===== src/rtl/alu_issue_ctrl.sv =====
// alu_issue_ctrl: execute-stage issue controller driving a combinational ALU.
// Decodes one instruction per handshake into registered ALU operands, captures
// the ALU result one cycle later and presents it with a valid/ready handshake.
// Optional feature macro: ALU_ISSUE_ILLEGAL_TRAP_EN (illegal instructions are
// zeroed and flagged on out_illegal; otherwise they execute as rs+rt).
`timescale 1ns/1ps
module alu_issue_ctrl (
  input  logic        clk,
  input  logic        reset,
  input  logic        in_valid,
  output logic        in_ready,
  input  logic [31:0] instr,
  input  logic [31:0] rs_data,
  input  logic [31:0] rt_data,
  output logic [31:0] alu_a,
  output logic [31:0] alu_b,
  output logic [5:0]  alu_fun,
  output logic        alu_sign,
  input  logic [31:0] alu_out,
  output logic        out_valid,
  input  logic        out_ready,
  output logic [31:0] out_result,
  output logic [4:0]  out_rd,
  output logic        out_taken,
  output logic        out_illegal
);

  localparam int unsigned DATA_W = 32;
  localparam int unsigned FUN_W  = 6;
  localparam int unsigned REG_W  = 5;

  localparam logic [FUN_W-1:0] FUN_ADD = 6'b000000;
  localparam logic [FUN_W-1:0] FUN_SUB = 6'b000001;
  localparam logic [FUN_W-1:0] FUN_AND = 6'b011000;
  localparam logic [FUN_W-1:0] FUN_OR  = 6'b011110;
  localparam logic [FUN_W-1:0] FUN_XOR = 6'b010110;
  localparam logic [FUN_W-1:0] FUN_NOR = 6'b010001;
  localparam logic [FUN_W-1:0] FUN_SLL = 6'b100000;
  localparam logic [FUN_W-1:0] FUN_SRL = 6'b100001;
  localparam logic [FUN_W-1:0] FUN_SRA = 6'b100011;
  localparam logic [FUN_W-1:0] FUN_EQ  = 6'b110011;
  localparam logic [FUN_W-1:0] FUN_NE  = 6'b110001;
  localparam logic [FUN_W-1:0] FUN_LT  = 6'b110101;
  localparam logic [FUN_W-1:0] FUN_LEZ = 6'b111101;
  localparam logic [FUN_W-1:0] FUN_GTZ = 6'b111111;

  typedef enum logic [1:0] {S_IDLE, S_EXEC, S_HOLD} state_t;
  state_t state;

  logic [5:0]        opcode;
  logic [5:0]        funct;
  logic [REG_W-1:0]  rt_f;
  logic [REG_W-1:0]  rd_f;
  logic [REG_W-1:0]  shamt;
  logic [15:0]       imm;
  logic [DATA_W-1:0] imm_sx;
  logic [DATA_W-1:0] imm_zx;

  logic [DATA_W-1:0] dec_a;
  logic [DATA_W-1:0] dec_b;
  logic [FUN_W-1:0]  dec_fun;
  logic              dec_sign;
  logic [REG_W-1:0]  dec_rd;
  logic              dec_branch;
  logic              dec_illegal;

  logic [REG_W-1:0]  pend_rd;
  logic              pend_branch;
  logic              pend_illegal;
  logic              accept;

  assign opcode = instr[31:26];
  assign rt_f   = instr[20:16];
  assign rd_f   = instr[15:11];
  assign shamt  = instr[10:6];
  assign funct  = instr[5:0];
  assign imm    = instr[15:0];
  assign imm_sx = {{16{imm[15]}}, imm};
  assign imm_zx = {16'b0, imm};

  // Ready in IDLE, or in HOLD when the pending result is being retired
  assign in_ready = (state == S_IDLE) || ((state == S_HOLD) && out_ready);
  assign accept   = in_valid && in_ready;

  // Instruction decode into ALU operands, function code and result routing
  always_comb begin
    dec_a       = rs_data;
    dec_b       = rt_data;
    dec_fun     = FUN_ADD;
    dec_sign    = 1'b1;
    dec_rd      = rd_f;
    dec_branch  = 1'b0;
    dec_illegal = 1'b1;
    unique case (opcode)
      6'h00: begin
        dec_illegal = 1'b0;
        unique case (funct)
          6'h20: dec_fun = FUN_ADD;
          6'h21: begin dec_fun = FUN_ADD; dec_sign = 1'b0; end
          6'h22: dec_fun = FUN_SUB;
          6'h23: begin dec_fun = FUN_SUB; dec_sign = 1'b0; end
          6'h24: dec_fun = FUN_AND;
          6'h25: dec_fun = FUN_OR;
          6'h26: dec_fun = FUN_XOR;
          6'h27: dec_fun = FUN_NOR;
          6'h2A: dec_fun = FUN_LT;
          6'h2B: begin dec_fun = FUN_LT; dec_sign = 1'b0; end
          6'h00: begin dec_fun = FUN_SLL; dec_a = DATA_W'(shamt); end
          6'h02: begin dec_fun = FUN_SRL; dec_a = DATA_W'(shamt); end
          6'h03: begin dec_fun = FUN_SRA; dec_a = DATA_W'(shamt); end
          default: dec_illegal = 1'b1;
        endcase
      end
      6'h08: begin dec_illegal = 1'b0; dec_rd = rt_f; dec_b = imm_sx; end
      6'h09: begin dec_illegal = 1'b0; dec_rd = rt_f; dec_b = imm_sx; dec_sign = 1'b0; end
      6'h0A: begin dec_illegal = 1'b0; dec_rd = rt_f; dec_b = imm_sx; dec_fun = FUN_LT; end
      6'h0B: begin
        dec_illegal = 1'b0; dec_rd = rt_f; dec_b = imm_sx; dec_fun = FUN_LT; dec_sign = 1'b0;
      end
      6'h0C: begin dec_illegal = 1'b0; dec_rd = rt_f; dec_b = imm_zx; dec_fun = FUN_AND; end
      6'h0D: begin dec_illegal = 1'b0; dec_rd = rt_f; dec_b = imm_zx; dec_fun = FUN_OR; end
      6'h0F: begin
        dec_illegal = 1'b0; dec_rd = rt_f; dec_b = imm_zx; dec_fun = FUN_SLL;
        dec_a = DATA_W'(16);
      end
      6'h04: begin dec_illegal = 1'b0; dec_rd = '0; dec_branch = 1'b1; dec_fun = FUN_EQ; end
      6'h05: begin dec_illegal = 1'b0; dec_rd = '0; dec_branch = 1'b1; dec_fun = FUN_NE; end
      6'h06: begin
        dec_illegal = 1'b0; dec_rd = '0; dec_branch = 1'b1; dec_fun = FUN_LEZ; dec_b = '0;
      end
      6'h07: begin
        dec_illegal = 1'b0; dec_rd = '0; dec_branch = 1'b1; dec_fun = FUN_GTZ; dec_b = '0;
      end
      default: dec_illegal = 1'b1;
    endcase
`ifdef ALU_ISSUE_ILLEGAL_TRAP_EN
    // Trapped instructions compute 0+0 so the result and destination are clean
    if (dec_illegal) begin
      dec_a      = '0;
      dec_b      = '0;
      dec_fun    = FUN_ADD;
      dec_sign   = 1'b1;
      dec_rd     = '0;
      dec_branch = 1'b0;
    end
`else
    // Unknown encodings fall through to the default rs+rt add into rd
    dec_illegal = 1'b0;
`endif
  end

  // State machine, operand registers and result capture
  always_ff @(posedge clk) begin
    if (!reset) begin
      state        <= S_IDLE;
      alu_a        <= '0;
      alu_b        <= '0;
      alu_fun      <= '0;
      alu_sign     <= 1'b0;
      pend_rd      <= '0;
      pend_branch  <= 1'b0;
      pend_illegal <= 1'b0;
      out_valid    <= 1'b0;
      out_result   <= '0;
      out_rd       <= '0;
      out_taken    <= 1'b0;
      out_illegal  <= 1'b0;
    end else begin
      if (accept) begin
        alu_a        <= dec_a;
        alu_b        <= dec_b;
        alu_fun      <= dec_fun;
        alu_sign     <= dec_sign;
        pend_rd      <= dec_rd;
        pend_branch  <= dec_branch;
        pend_illegal <= dec_illegal;
      end
      unique case (state)
        S_IDLE: if (in_valid) state <= S_EXEC;
        S_EXEC: begin
          out_result  <= alu_out;
          out_rd      <= pend_rd;
          out_taken   <= pend_branch && alu_out[0];
          out_illegal <= pend_illegal;
          out_valid   <= 1'b1;
          state       <= S_HOLD;
        end
        S_HOLD: begin
          if (out_ready) begin
            out_valid <= 1'b0;
            state     <= in_valid ? S_EXEC : S_IDLE;
          end
        end
        default: state <= S_IDLE;
      endcase
    end
  end

endmodule

===== config.mk =====
export PLATFORM = sky130hd
export DESIGN_NAME = alu_issue_ctrl
export DESIGN_NICKNAME = d
export VERILOG_FILES = /design/src/rtl/alu_issue_ctrl.sv
export SDC_FILE = /design/constraint.sdc
export NUM_CORES = 1
export LEC_CHECK = 0
export ABC_AREA = 1
export CORE_UTILIZATION = 37
export CTS_CLUSTER_DIAMETER = 120
export DETAILED_ROUTE_END_ITERATION = 8
export GPL_TIMING_DRIVEN = 0
export MAX_ROUTING_LAYER = met4
export PLACE_DENSITY = 0.78
export SLEW_MARGIN = 10
export SYNTH_ARGS = -nofsm -noshare
export SYNTH_HDL_FRONTEND = slang
export SYNTH_SLANG_ARGS = --single-unit

===== constraint.sdc =====
create_clock -name clk -period 1.5 [get_ports clk]
set_clock_uncertainty 0.2 [all_clocks]
set_input_delay 0.375 -clock clk [delete_from_list [all_inputs] [get_ports clk]]
set_output_delay 0.375 -clock clk [all_outputs]
set_load 0.03 [all_outputs]

==> results.json, run 1 <==
{
  "syn_avg_cell_area_um2": 7.20,
  "netlist_instances": 683,
  "num_rows": 41,
  "arrival_ns": 1.06,
  "setup_violations": 44,
  "crit_chain": "inv_2 -> nand2_2 -> inv_4 -> buf_6",
  "p_leak_nw": 4.18,
  "worstPathRequired_ns": 0.92,
  "clockBufferDepth": 2,
  "cp_max_fo": 3,
  "cts_tree": "done",
  "synth_area_um2": 4920,
  "start_kind": "register",
  "die_h_um": 117,
  "maxUsedRoutingLayer": "met4",
  "wl_per_cell_um": 14.8,
  "ir_worst_vdd_uv": 802,
  "final_hold_viol_count": 0,
  "drt_iter0_drc": 281,
  "wl_met3_um": 1220,
  "end_kind": "primary output",
  "grt-ovfl-total": 0,
  "multi_input_area_um2": 2210,
  "routed_wl_um": 17000,
  "path_class": "register to primary output",
  "antenna_found_initial": 0,
  "grt_pass1_vias": 5237,
  "initial_core_util_pct": 38.5,
  "min_period_ns": 1.64,
  "drc_errors": 0,
  "numPortBuffers": 237,
  "insertion_delay_ns": 0.42,
  "synth_edf_count": 0,
  "ys_seq_area_share_pct": 48.0,
  "syn2layout_area_growth_pct": 77.2,
  "synth_top_flop_cell": "dfxtp_1",
  "path_clk_slew_ns": 0.05,
  "dr_wl_met2_um": 8490,
  "status": "finished with violations",
  "hpwl_um": 12000,
  "drive_gt1_share_pct": 34.4,
  "nets": 1097,
  "synth-async-reset-ratio_pct": 0,
  "rsz0062_at_grt": "true",
  "grt_pass1_wl_um": 25200,
  "fp.dieArea_um2": 13800,
  "failed_checks": "negative setup slack",
  "dp_worst_setup_slack_ns": -1.18,
  "place.gp.congestion": 0.857,
  "cts-buffers-inserted": 17,
  "cts.htree.levels": 4,
  "grt_max_degree": 17,
  "fmaxAchievable_mhz": 610,
  "synth_cell_types": 22,
  "hold_ws_ns": 0.131,
  "slowest_stage": "dfxtp_2",
  "die_w_um": 117,
  "synth_top_area_cell": "dfxtp_1",
  "ys_ff_latch": 118,
  "ys_warn_count": 0,
  "num_io_pins": 244,
  "yosys-top-cells-area": "dfxtp_1, nand2_1, o21ai_0",
  "antennaDiodeCount": 0,
  "viasPerCell": 4.85,
  "yosysTopAreaCellShare_pct": 48.0,
  "grt.total_usage_pct": 24.8,
  "finalWorstSetupSlack_ns": -0.140,
  "power_density_nw_per_um2": 1120,
  "core_area_um2": 12800,
  "period_share_pct": 109,
  "clk_root_buffer_cell": "clkbuf_16",
  "syn_nets": 815,
  "seq_area_um2": 2470,
  "slew_viol_final": 0,
  "max_cap_violations": 0,
  "m1WireLength_um": 7030,
  "n_fill_cell": 1037,
  "max_stage_delay_ns": 0.32,
  "hp-class": "primary input to register",
  "vias": 5577,
  "firstDrtPassIters": 5,
  "total_power_mw": 9.75,
  "ant_nets": 0,
  "cts.sinks": 118
}
## path summary, 6_finish.rpt
kind | start | end | slack (ns) | depth (start not counted)
min | out_ready | out_valid$_SDFFE_PN0P_ | 0.13 | 2
min reg2reg | state[0]$_SDFFE_PN0P_ | state[1]$_SDFFE_PN0P_ | 0.23 | 1
max | state[0]$_SDFFE_PN0P_ | in_ready | -0.14 | 4
max reg2reg | state[1]$_SDFFE_PN0P_ | alu_a[20]$_SDFFE_PN0P_ | -0.09 | 9
## through the flow
stage,area (um^2),instances,setup TNS (ns),utilization (%)
after floorplan,4980,683,-2.89,-
after global placement,7570,1092,-110.94,59.3
after detailed placement,7570,1092,-113.61,59.3
after CTS,8270,1139,-1.11,64.7
after global routing,8710,1149,-5.76,68.2
final,8710,1149,-0.788,68.2
## routing by layer
layer  up-vias  global-route usage, %
li1       2807                      -
met1      2546                   28.2
met2       200                   41.0
met3        24                   6.69
met4         0                   10.5
met5         -                      -
## power breakdown
group,switching [mW],internal [mW],total (mW)
logic,1.16,1.03,2.19
registers,0.166,3.43,3.59
clock network,1.41,2.55,3.96
## sequential cells by signal, indices dropped and copies added, names as in the netlist
| signal | cells |
|---|---|
| alu_a | 32 |
| alu_b | 32 |
| out_result | 32 |
| alu_fun | 6 |
| out_rd | 5 |
| pend_rd | 5 |
| state | 2 |
| alu_sign | 1 |
| out_taken | 1 |
| out_valid | 1 |
| pend_branch | 1 |
## cells in the final DEF, fill, tap and decap left out, types with 47 or more instances in the layout
| cell type | n |
|---|---|
| inv_1 | 52 |
| clkdlybuf4s50_1 | 112 |
| buf_4 | 47 |
| nand2_1 | 107 |
| dfxtp_2 | 85 |
| nand3_1 | 51 |
| nor2_1 | 97 |
| o21ai_0 | 72 |
| a21oi_1 | 65 |
| buf_6 | 111 |
## critical path: cells and delay by family, from the launching register on
family	cells	cell delay, ns
buffers and inverters	3	0.27
flip-flops	1	0.32
AND/OR/NAND/NOR	1	0.06
## logic make-up after synthesis
group	after synthesis	synth area share [%]
DFF	118	48.0
other	1	0.0763
AOI/OAI and AO/OA	180	20.1
buffers and inverters	109	9.19
and+or+nand+nor	275	22.6
## layout make-up
class / count / area share, %
inverter: 62 / 2.87
clock buffer: 22 / 5.44
buffer: 47 / 4.31
clock inverter: 9 / 1.16
timing repair buffer: 263 / 30.0
tap: 172 / 2.47
multi-input combinational: 456 / 25.4
sequential: 118 / 28.3
## Yosys cell counts, types with 3 or more instances
master    instances
clkbuf_1         28
dfxtp_1         118
buf_2            13
nand3_1          54
inv_2             3
nor2_1          105
o21ai_0          79
inv_1            59
a21oi_1          67
o211ai_1         29
nand2_1         113
buf_4             5
## repair_timing
action                     in CTS  in global routing
resized for setup             802                201
setup endpoints to repair     224                190
buffers inserted               14                 10
gates cloned                    2                  0
hold buffers                    0                  0
pin swaps                       6                 11
Note: power is estimated with default switching activity, not from simulation.
==> run 2, diff against run 1 <==
--- a/config.mk
+++ b/config.mk
@@ -6,12 +6,12 @@
 export NUM_CORES = 1
 export LEC_CHECK = 0
 export ABC_AREA = 1
-export CORE_UTILIZATION = 37
+export CORE_UTILIZATION = 40
 export CTS_CLUSTER_DIAMETER = 120
 export DETAILED_ROUTE_END_ITERATION = 8
 export GPL_TIMING_DRIVEN = 0
 export MAX_ROUTING_LAYER = met4
-export PLACE_DENSITY = 0.78
+export PLACE_DENSITY = 0.8
 export SLEW_MARGIN = 10
 export SYNTH_ARGS = -nofsm -noshare
 export SYNTH_HDL_FRONTEND = slang
==> constraint.sdc (replaced) <==
create_clock -name clk -period 1.8 [get_ports clk]
set_clock_uncertainty 0.2 [all_clocks]
set_input_delay 0.45 -clock clk [delete_from_list [all_inputs] [get_ports clk]]
set_output_delay 0.45 -clock clk [all_outputs]
set_load 0.03 [all_outputs]
==> run 2 against run 1 <==
  * Non-clock buffer count fell by 17
  * Routed wire length fell by 4.3%
  * The run now ends clean
  * Largest cell class unchanged
  * Core utilization fell by 2.1 points
  * Combinational power fell by 29%
  * Critical path depth fell by 3
  * Total power fell by 19%
==> results.json, run 2 (synthesized netlist as in run 1, its figures left out) <==
{
  "path_class": "register to primary output",
  "max_slew.worst_pin.slew_ns": 0.522,
  "num_io_pins": 244,
  "cts.sinks": 118,
  "viasPerCell": 5.00,
  "slowest_stage": "clkdlybuf4s15_1",
  "numPortBuffers": 237,
  "antenna_found_initial": 0,
  "end_kind": "primary output",
  "slew_headroom_pct": 65.2,
  "crit_buf_inv": 1,
  "grt-ovfl-total": 0,
  "cts-buffers-inserted": 17,
  "hpwl_um": 11900,
  "setup_violations": 0,
  "power_density_nw_per_um2": 1000,
  "vias": 5537,
  "min_period_ns": 1.77,
  "fp.dieArea_um2": 12700,
  "wl_per_cell_um": 14.7,
  "path_clk_slew_ns": 0.06,
  "grt.total_usage_pct": 27.2,
  "reg_top3": "alu_a (32), alu_b (32), out_result (32)",
  "crit_chain": "clkdlybuf4s15_1",
  "fmaxAchievable_mhz": 566,
  "hold_ws_ns": 0.198,
  "setup_tns_ns": 0,
  "drive_gt1_share_pct": 19.0,
  "routed_wl_um": 16300,
  "die_h_um": 113,
  "rsz0062_at_grt": "false",
  "ant_nets": 0,
  "nets": 1080,
  "period_share_pct": 98.2,
  "core_area_um2": 12000,
  "p_leak_nw": 3.84,
  "r2r_cells": 9,
  "grt_max_degree": 17,
  "max_cap_violations": 0,
  "path_depth": 1,
  "final_cell_mix": "dfxtp_1, clkdlybuf4s50_1, nand2_1",
  "clockBufferDepth": 2,
  "clk_root_buffer_cell": "clkbuf_16",
  "ir_worst_vdd_uv": 528,
  "initial_core_util_pct": 40.9,
  "num_rows": 40,
  "fin_cells": 1107,
  "syn2layout_area_growth_pct": 61.4,
  "place_area_um2": 7470,
  "drt_iter0_drc": 362,
  "cts_tree": "done",
  "place_inst": 1067,
  "crit_family": "buffers and inverters",
  "start_kind": "register",
  "cp_max_fo": 2,
  "drc_errors": 0,
  "firstDrtPassIters": 9,
  "hp-class": "primary input to register",
  "cts.htree.levels": 4,
  "holdPathStages": 2,
  "antennaDiodeCount": 0,
  "die_w_um": 113,
  "worstPathRequired_ns": 1.15,
  "status": "finished, final reports clean",
  "max_stage_delay_ns": 0.37,
  "place.gp.congestion": 0.894,
  "slew_viol_final": 0,
  "arrival_ns": 1.12,
  "final_hold_viol_count": 0,
  "grt_pass1_vias": 5295,
  "grt_pass1_wl_um": 26100,
  "insertion_delay_ns": 0.41,
  "design_area_um2": 7940,
  "final_common_cell": "dfxtp_1"
}
[run 2: layout make-up]
cell class,count,area (um^2)
Clock inverter,14,178
Multi-Input combinational cell,456,2170
Timing Repair Buffer,246,2130
Sequential cell,118,2360
Fill cell,1089,4070
Tap cell,147,184
Clock buffer,17,425
Buffer,47,255
Inverter,62,238
[run 2: worst reg2reg max path, stage by stage (launching register included)]
cell and delay, ns:
dfxtp_1 0.35, inv_2 0.05, nand2_1 0.08, inv_2 0.06
nand2_2 0.11, inv_4 0.10, buf_4 0.18, buf_4 0.18
o211ai_1 0.18, inv_1 0.05
[run 2: final timing paths]
check	from	to	slack, ns
setup / recovery	alu_b[27]$_SDFFE_PN0P_	alu_b[27]	0.03
hold / removal	out_ready	out_valid$_SDFFE_PN0P_	0.20
setup reg to reg	state[0]$_SDFFE_PN0P_	alu_fun[5]$_SDFFE_PN0P_	0.17
hold reg to reg	state[1]$_SDFFE_PN0P_	state[1]$_SDFFE_PN0P_	0.26
[run 2: where the power goes]
group | internal (mW) | total, mW | switching (mW)
Sequential | 2.82 | 2.93 | 0.105
Clock | 2.18 | 3.46 | 1.27
Combinational | 0.619 | 1.56 | 0.940
[run 2: repair_timing]
item / 4_1_cts / 5_1_grt
hold buffers: 0 / 0
resized for setup: 279 / 101
pin swaps: 5 / 2
endpoints found under the setup margin: 220 / 165
setup buffers: 9 / 0
cloned: 0 / 0
[run 2: per-layer routing]
layer | GRT usage [%] | vias to the layer above | part of all wire (%)
met5 | - | - | 0
met1 | 32.2 | 2527 | 43
met2 | 45.0 | 210 | 48
li1 | - | 2779 | -
met3 | 6.43 | 21 | 6.7
met4 | 10.4 | 0 | 1.5
[run 2: metrics by stage]
stage	worst slack, ns	util [%]	total power [mW]
floorplan	0.0657	-	3.82
global placement	-0.956	62.2	4.63
detailed placement	-1.00	62.2	4.65
CTS	0.000419	68.5	8.04
global route	0.000167	66.1	8.28
finish	0.0320	66.1	7.94
==> run 3, diff against run 2 <==
--- a/config.mk
+++ b/config.mk
@@ -10,8 +10,7 @@
 export CTS_CLUSTER_DIAMETER = 120
 export DETAILED_ROUTE_END_ITERATION = 8
 export GPL_TIMING_DRIVEN = 0
-export MAX_ROUTING_LAYER = met4
-export PLACE_DENSITY = 0.8
+export PLACE_DENSITY = 0.77
 export SLEW_MARGIN = 10
 export SYNTH_ARGS = -nofsm -noshare
 export SYNTH_HDL_FRONTEND = slang
==> run 3 against run 2 <==
  * Routed wire length rose by 0.93%
  * Final cell count barely moved
  * Global-route usage shrank 1.0 points
  * Total power up 2.2%
  * Sequential cell count did not move
  * Register-to-register slack improved by 0.05 ns
  * Count of clock-buffer cells in the layout rose by 5
  * Clock power rose by 4%
  * Core utilization up 1.2 points
  * First-iteration DRC count is 7.5% lower
  * Worst setup slack got worse by 0.012 ns
  * Critical path type unchanged
  * Critical endpoint is now out_result[18]
==> results.json, run 3 (synthesized netlist as in run 1, its figures left out) <==
{
  "status": "finished, final reports clean",
  "reg_top3": "alu_a (32), alu_b (32), out_result (32)",
  "antennaDiodeCount": 0,
  "syn2layout_area_growth_pct": 64.4,
  "max_slew.worst_pin.slew_ns": 0.507,
  "die_h_um": 113,
  "insertion_delay_ns": 0.41,
  "nets": 1080,
  "p_clk_share_pct": 44.3,
  "total_power_mw": 8.12,
  "p_leak_nw": 3.90,
  "fin_cells": 1108,
  "p_sw_share_pct": 27.6,
  "setup_violations": 0,
  "utilization_pct": 67.3,
  "wl_per_cell_um": 14.9,
  "max_cap_violations": 0,
  "drt_iter0_drc": 335,
  "reg2reg_to": "alu_b[12]$_SDFFE_PN0P_",
  "finalWorstSetupSlack_ns": 0.0202,
  "place.gp.congestion": 0.854,
  "place_inst": 1067,
  "drive_gt1_share_pct": 17.6,
  "crit-reg2reg-launch": "state[1]$_SDFFE_PN0P_",
  "num_rows": 40,
  "path_depth": 1,
  "crit_buf_inv": 1,
  "arrival_ns": 1.13,
  "cts_hold_buf": 0,
  "grt-ovfl-total": 0,
  "vias": 5467,
  "path_clk_slew_ns": 0.06,
  "r2r_cells": 7,
  "start_kind": "register",
  "min_period_ns": 1.78,
  "p_switching_mw": 2.24,
  "initial_core_util_pct": 40.9,
  "cts.sinks": 118,
  "fp.dieArea_um2": 12700,
  "dr_wl_met2_um": 7790,
  "slew_viol_final": 0,
  "grt_max_degree": 17,
  "maxUsedRoutingLayer": "met4",
  "slew_headroom_pct": 66.2,
  "ir_worst_vdd_uv": 645,
  "clk_root_buffer_cell": "clkbuf_16",
  "grt.total_usage_pct": 26.2,
  "die_w_um": 113,
  "hpwl_um": 11800,
  "drc_errors": 0,
  "worstPathRequired_ns": 1.15,
  "grt_pass1_wl_um": 26100,
  "final_cell_mix": "dfxtp_1, clkdlybuf4s50_1, nand2_1",
  "antenna_found_initial": 0,
  "hp-class": "primary input to register",
  "cts_tree": "done",
  "crit_end": "out_result[18]",
  "cts-buffers-inserted": 17,
  "cp_max_fo": 2,
  "grt_pass1_vias": 5274,
  "viasPerCell": 4.93,
  "power_frac_comb_pct": 19.6,
  "max_stage_delay_ns": 0.39,
  "intPower_mw": 5.88,
  "num_io_pins": 244,
  "routed_wl_um": 16500,
  "power_frac_seq_pct": 36.1,
  "n_fill_cell": 1063,
  "crit_family": "buffers and inverters",
  "clockBufferDepth": 2,
  "end_kind": "primary output",
  "core_area_um2": 12000,
  "rrSetupSlack_ns": 0.22,
  "slowest_stage": "clkdlybuf4s15_1",
  "crit_chain": "clkdlybuf4s15_1",
  "startpoint": "out_result[18]$_SDFFE_PN0P_",
  "cts.htree.levels": 4,
  "final_hold_viol_count": 0,
  "numPortBuffers": 237,
  "ant_nets": 0,
  "period_share_pct": 98.9,
  "path_class": "register to primary output",
  "fmaxAchievable_mhz": 562,
  "firstDrtPassIters": 4,
  "wl_met3_um": 1140,
  "dp_worst_setup_slack_ns": -0.973,
  "m1WireLength_um": 7170,
  "final_common_cell": "dfxtp_1",
  "power_density_nw_per_um2": 1000
}
[run 3: cell count changes in the layout (fill, tap and decap cells not counted), moves of 3 or more]
cell             previous run  this run
clkbuf_8                    0         4
buf_6                       2         6
clkbuf_2                   75        61
clkbuf_1                   15        12
clkinvlp_4                  4         0
clkinv_2                    1         6
buf_4                      20        15
clkinv_4                    3         0
clkdlybuf4s15_1            29        48
inv_6                       3         0
[run 3: through the flow]
step                      TNS, ns  area, um^2  hold WS [ns]
after CTS                       0        8240         0.182
after detailed placement   -79.79        7470         0.230
after floorplan                 0        4920         0.220
after global placement     -77.77        7470         0.223
final                           0        8090         0.187
after global routing      -0.0150        8090         0.202
[run 3: power by group through the flow]
stage | combinational [mW] | sequential [mW] | clock [mW]
detailed placement | 1.67 | 2.98 | 0
global route | 1.72 | 2.96 | 3.76
CTS | 1.62 | 2.93 | 3.64
floorplan | 0.465 | 3.35 | 0
finish | 1.59 | 2.93 | 3.59
global placement | 1.66 | 2.98 | 0
[run 3: routing by layer]
| metal | global-route usage (%) | vias to the layer above |
|---|---|---|
| met5 | 0 | - |
| met4 | 9.82 | 0 |
| met3 | 8.46 | 30 |
| met2 | 43.6 | 194 |
| met1 | 31.6 | 2463 |
| li1 | - | 2780 |
[run 3: worst min path at each step]
| stage | startpoint | endpoint | cells past startpoint | slack, ns |
|---|---|---|---|---|
| 6_report | out_ready | out_valid$_SDFFE_PN0P_ | 2 | 0.19 |
| 4_1_cts | out_ready | out_valid$_SDFFE_PN0P_ | 2 | 0.18 |
| 2_1_floorplan | state[0]$_SDFFE_PN0P_ | state[1]$_SDFFE_PN0P_ | 1 | 0.22 |
| 5_1_grt | out_ready | out_valid$_SDFFE_PN0P_ | 2 | 0.20 |
| 3_5_place_dp | state[0]$_SDFFE_PN0P_ | state[1]$_SDFFE_PN0P_ | 1 | 0.23 |
| 3_3_place_gp | state[0]$_SDFFE_PN0P_ | state[1]$_SDFFE_PN0P_ | 1 | 0.22 |
[run 3: final cells by class]
type	instances	area (um^2)	share of cell area [%]
Sequential cell	118	2360	29.2
Timing Repair Buffer	246	2210	27.3
Multi-Input combinational cell	456	2180	26.9
Clock buffer	22	474	5.87
Buffer	47	290	3.59
Inverter	62	238	2.94
Tap cell	147	184	2.27
Clock inverter	10	150	1.86
[run 3: repair_timing]
action                                  4_1_cts  5_1_grt
setup buffers                                 6        2
cloned                                        0        1
endpoints found under the setup margin      220      169
pin swaps                                     5        4
resized for setup                           275      104
